### src/rtl/button_event_pulser.sv
// rtl/button_event_pulser.sv - per-channel press/release/long-hold event pulser (optional BUTTON_AUTOREPEAT_EN)
// Each bit of debounced_signal has its own IDLE/WAIT/HELD FSM with registered single-cycle event outputs.
module button_event_pulser #(
    parameter int width            = 1,
    parameter int hold_cycles      = 25_000_000,
    parameter int repeat_cycles    = 5_000_000,
    parameter int hold_cnt_width   = (hold_cycles > 1) ? $clog2(hold_cycles) : 1,
    parameter int repeat_cnt_width = (repeat_cycles > 1) ? $clog2(repeat_cycles) : 1
) (
    input  logic             clk,
    input  logic             rst_n,
    input  logic [width-1:0] debounced_signal,
    output logic [width-1:0] press_pulse,
    output logic [width-1:0] release_pulse,
    output logic [width-1:0] hold_pulse,
    output logic [width-1:0] long_press
);

    typedef enum logic [1:0] {
        st_idle = 2'd0,
        st_wait = 2'd1,
        st_held = 2'd2
    } state_t;

    localparam logic [hold_cnt_width-1:0] hold_last = hold_cnt_width'(hold_cycles - 1);
`ifdef BUTTON_AUTOREPEAT_EN
    localparam logic [repeat_cnt_width-1:0] repeat_last = repeat_cnt_width'(repeat_cycles - 1);
`endif

    for (genvar i = 0; i < width; i++) begin : g_ch
        state_t                    state;
        logic [hold_cnt_width-1:0] hold_cnt;
        logic                      press_q;
        logic                      release_q;
        logic                      hold_q;
        logic                      long_q;
        logic                      level;
`ifdef BUTTON_AUTOREPEAT_EN
        logic [repeat_cnt_width-1:0] repeat_cnt;
`endif

        assign level = debounced_signal[i];

        always_ff @(posedge clk or negedge rst_n) begin
            if (!rst_n) begin
                state     <= st_idle;
                hold_cnt  <= '0;
                press_q   <= 1'b0;
                release_q <= 1'b0;
                hold_q    <= 1'b0;
                long_q    <= 1'b0;
`ifdef BUTTON_AUTOREPEAT_EN
                repeat_cnt <= '0;
`endif
            end else begin
                // Pulses default low so each event lasts exactly one cycle.
                press_q   <= 1'b0;
                release_q <= 1'b0;
                hold_q    <= 1'b0;
                case (state)
                    st_idle: begin
                        if (level) begin
                            state    <= st_wait;
                            hold_cnt <= '0;
                            press_q  <= 1'b1;
                        end
                    end
                    st_wait: begin
                        if (!level) begin
                            state     <= st_idle;
                            release_q <= 1'b1;
                            hold_cnt  <= '0;
                        end else if (hold_cnt == hold_last) begin
                            state  <= st_held;
                            hold_q <= 1'b1;
                            long_q <= 1'b1;
`ifdef BUTTON_AUTOREPEAT_EN
                            repeat_cnt <= '0;
`endif
                        end else begin
                            hold_cnt <= hold_cnt + 1'b1;
                        end
                    end
                    st_held: begin
                        if (!level) begin
                            state     <= st_idle;
                            release_q <= 1'b1;
                            long_q    <= 1'b0;
                            hold_cnt  <= '0;
`ifdef BUTTON_AUTOREPEAT_EN
                            repeat_cnt <= '0;
`endif
                        end else begin
`ifdef BUTTON_AUTOREPEAT_EN
                            if (repeat_cnt == repeat_last) begin
                                repeat_cnt <= '0;
                                press_q    <= 1'b1;
                            end else begin
                                repeat_cnt <= repeat_cnt + 1'b1;
                            end
`endif
                        end
                    end
                    default: begin
                        state    <= st_idle;
                        hold_cnt <= '0;
                        long_q   <= 1'b0;
                    end
                endcase
            end
        end

        assign press_pulse[i]   = press_q;
        assign release_pulse[i] = release_q;
        assign hold_pulse[i]    = hold_q;
        assign long_press[i]    = long_q;
    end

endmodule

### config.mk
export PLATFORM = sky130hd
export DESIGN_NAME = button_event_pulser
export DESIGN_NICKNAME = d
export VERILOG_FILES = /design/src/rtl/button_event_pulser.sv
export SDC_FILE = /design/constraint.sdc
export NUM_CORES = 1
export LEC_CHECK = 0
export CORE_MARGIN = 3
export CORE_UTILIZATION = 40
export CTS_BUF_LIST = sky130_fd_sc_hd__clkbuf_8
export CTS_CLUSTER_SIZE = 8
export DETAILED_ROUTE_END_ITERATION = 10
export SYNTH_ARGS = -nofsm -noshare
export SYNTH_HDL_FRONTEND = slang
export SYNTH_SLANG_ARGS = --single-unit
### constraint.sdc
create_clock -name clk -period 5.1 [get_ports clk]
set_input_delay 0.51 -clock clk [delete_from_list [all_inputs] [get_ports clk]]
set_output_delay 0.51 -clock clk [all_outputs]
set_load 0.02 [all_outputs]
==> reports/summary.txt <==
Total clock sinks: 31
Die area: 5468 µm²
Final #Nets: 212
Largest net degree at the start of global routing: 32
WP buf/inv: 1
I/O Buffers: 6
Syn_area_per_cell: 9.097 µm²
CP Launch Type: input port
Worst Path Required: 5.21 ns
Hold Path End: g_ch[0].hold_cnt[14]
Vias in the first global route: 1613
Postcts setup bufs: 0
Crit path max fanout: 13
XOR/XNOR Fraction of Synth Area: 0%
Worst vdd ir: 0.1732 mV
Slowest library cell on the worst path: nor2_1
Syn nets: 210
RSZ-0062 raised after global routing: false
Status: finished clean
Vias/cell: 6.385
Crit-path cells: clkdlybuf4s50_1 > nand2_1 > nor3_2 > nor2_1 > a31oi_1
CTS max path bufs: 2
Root buf cell: clkbuf_8
Layout fillers: 442
Clock transition at the registers of the reported paths: 0.06 ns
Post-synth EDFFs: 0
Reg2reg start: g_ch[0].hold_cnt[0]
Final antenna-violating net count: 0
Simple-gate share of the synthesized area: 26.36%
Resize count post-CTS: 0
Met3 wire length: 221 µm
CTS tree: yes
CP top delay family: simple AND/OR/NAND/NOR gates
Max-slew headroom: 32.97%
DP HPWL: 3.179 mm
Num CTS Buffers: 5
Worst reg2reg path depth: 6
Wire per inst: 17.94 µm
Final Worst Setup Slack: 2.561 ns
Final worst path period share: 49.79%
Worst hold path stage count: 1
Sw power: 214.7 µW
Final hold vios: 0
Hold path start: g_ch[0].hold_cnt[14]
Yosys reg bits: 31
Die width: 73.95 µm
Yosys warns: 0
WS Path Type: input port to flip-flop
Final worst path period need: 2.539 ns
Asr flop ratio synth: 100.0%
Prevailing post-synth register cell: dfrtp_1
Area Growth Syn to Fin: 8.401%
Top routing layer in use: met4
Internal: 424.9 µW
Min-delay worst type: flip-flop to flip-flop
Share of layout cells above drive strength 1: 7.805%
Max cap viols: 0
Worst-Skew Late Latency: 0.28 ns
Flop-to-flop setup slack: 2.57 ns
Setup TNS: 0 ns
CP endpoint kind: flip-flop
Synth Area in Compound Gates: 22.43%
Lkg Pwr: 0.0008482 µW
Post-Place Setup Slack: 2.301 ns
Num rows: 24
Pwr/cell area: 319.5 nW/µm²
Ports: 7
Total track usage: 19.06%
Clk pwr share: 30.4%
Router iterations before antenna repair: 4
Critical path's largest stage delay: 0.80 ns
Die H: 73.95 µm
Ant diodes: 0
Starting density of the core: 41.84%
# setup viols final: 0
Worst-Margin Slew: 1.002 ns
Slew Viols, Final: 0
Reg power frac: 43.6%
Worst path depth: 5
Reg-to-Reg End: g_ch[0].hold_cnt[19]
DRT iter0 DRCs: 115
Post-CTS Hold Fix Bufs: 0
Syn Inst Count: 203
Switching Fraction: 33.57%
Via count: 1641
Largest family of logic cells by synthesized area: simple AND/OR/NAND/NOR gates
Total grt overflow: 0
Synth cell types: 46
Mapped Area: 1847 µm²
Skew final: 0.008959 ns
Post-Synth Adder-Cell Area: 2.710%
Overall Power: 639.6 µW
Register area share after synthesis: 42.01%
First-pass GRT wire length: 7.921 mm
Worst EP arrival: 2.65 ns
Fmax: 0.3938 GHz
Core Area: 4414 µm²
Combinational Power Share: 26.0%
Initial antenna violation count: 0
WL final: 4.610 mm
Routed length on met2: 2.154 mm
Metal-1 WL: 2.153 mm
Mux cell area share after synthesis: 1.152%
Residual DRC count: 0
Htree depth: 2
RD Place Congestion: 0.9098
## layout by cell type (no fill, tap or decap), types with 2 or more instances in the layout
cell type	instances
nand3_1	12
clkbuf_8	6
a22o_1	2
nand2_1	18
nand4_1	7
a21oi_1	7
inv_1	9
o21ai_1	2
o21ai_0	7
nor4_1	3
clkdlybuf4s50_1	6
a31oi_1	13
nor2_1	13
dfrtp_1	31
nor2b_1	2
a211o_1	5
o31ai_1	5
o21a_1	2
nor3_1	9
a41oi_1	6
ha_1	4
a211oi_1	2
and3_1	7
and2_1	3
a31o_2	2
## cell type report
| class | instances | area (µm²) | share of cell area [%] |
|---|---|---|---|
| clock buffers | 6 | 82.58 | 4.125 |
| clock inverters | 1 | 5.005 | 0.2500 |
| inverters | 9 | 33.78 | 1.688 |
| multi-input cells | 151 | 972.2 | 48.56 |
| flip-flops and latches | 31 | 775.7 | 38.75 |
| well taps | 52 | 65.06 | 3.250 |
| repair buffers | 7 | 67.56 | 3.375 |
## flip-flops by register name, summed over array words and instances, names as in the netlist
register / flops
release_pulse: 1
hold_pulse: 1
press_pulse: 1
g_ch.state: 2
g_ch.hold_cnt: 25
long_press: 1
## cells by family (layout without fill, tap and decap cells)
kind of cell               Yosys count  in the layout
buffers and inverters               21             23
AOI/OAI and AO/OA                   59             59
adders and majority gates            4              4
muxes                                2              2
DFF                                 31             31
and+or+nand+nor                     86             86
## worst register-to-register path, delay by kind of cell (launching register included)
family                     cells  cell delay, ns
and+or+nand+nor                4            1.54
AOI/OAI and AO/OA              1            0.28
DFF                            1            0.42
adders and majority gates      1            0.21
## layer usage
layer / GRT usage [%] / up-vias
li1: - / 776
met1: 26.08 / 798
met2: 27.66 / 57
met3: 3.649 / 10
met4: 11.87 / 0
met5: 0 / -
## stage by stage
stage	instances	util, %	hold slack, ns	cell area [µm²]
after floorplan	203	-	0.2144	1847
after global placement	250	43.37	0.5019	1914
after detailed placement	250	43.37	0.5159	1914
after CTS	257	45.35	0.5248	2002
after global routing	257	45.35	0.5506	2002
final	257	45.35	0.5231	2002
## power groups by stage
| stage | logic, µW | registers (µW) | clock network, µW |
|---|---|---|---|
| finish | 166 | 279 | 194 |
| detailed placement | 166 | 284 | 0 |
| global route | 190 | 282 | 211 |
| global placement | 159 | 282 | 0 |
| floorplan | 114 | 286 | 0 |
| CTS | 167 | 279 | 203 |
## worst max-delay path by stage
stage	startpoint	end	slack, ns
floorplan	g_ch[0].hold_cnt[7]	g_ch[0].state[0]	3.02
global placement	debounced_signal	g_ch[0].hold_cnt[18]	2.41
detailed placement	debounced_signal	g_ch[0].hold_cnt[19]	2.30
CTS	g_ch[0].hold_cnt[0]	g_ch[0].hold_cnt[19]	2.58
global route	g_ch[0].hold_cnt[0]	g_ch[0].hold_cnt[13]	2.35
finish	debounced_signal	g_ch[0].hold_cnt[19]	2.56
## cells in the mapped netlist (2+ instances only)
cell type  instances  area share (%)
a211o_1            5             2.4
a211oi_1           2            0.81
a21oi_1            7             1.9
a22o_1             2            0.95
a31o_2             2            0.95
a31oi_1           13             4.4
a41oi_1            6             2.8
and2_1             3             1.0
and3_1             7             2.4
buf_2              4             1.1
buf_6              2             1.2
clkbuf_1           6             1.2
dfrtp_1           31              42
ha_1               4             2.7
inv_1              9             1.8
nand2_1           18             3.7
nand3_1           12             3.3
nand4_1            7             2.4
nor2_1            13             2.6
nor2b_1            2            0.68
nor3_1             9             2.4
nor4_1             3             1.0
o21a_1             2            0.81
o21ai_0            7             1.9
o21ai_1            2            0.54
o31ai_1            5             2.0
(Power assumes the default switching activity.)
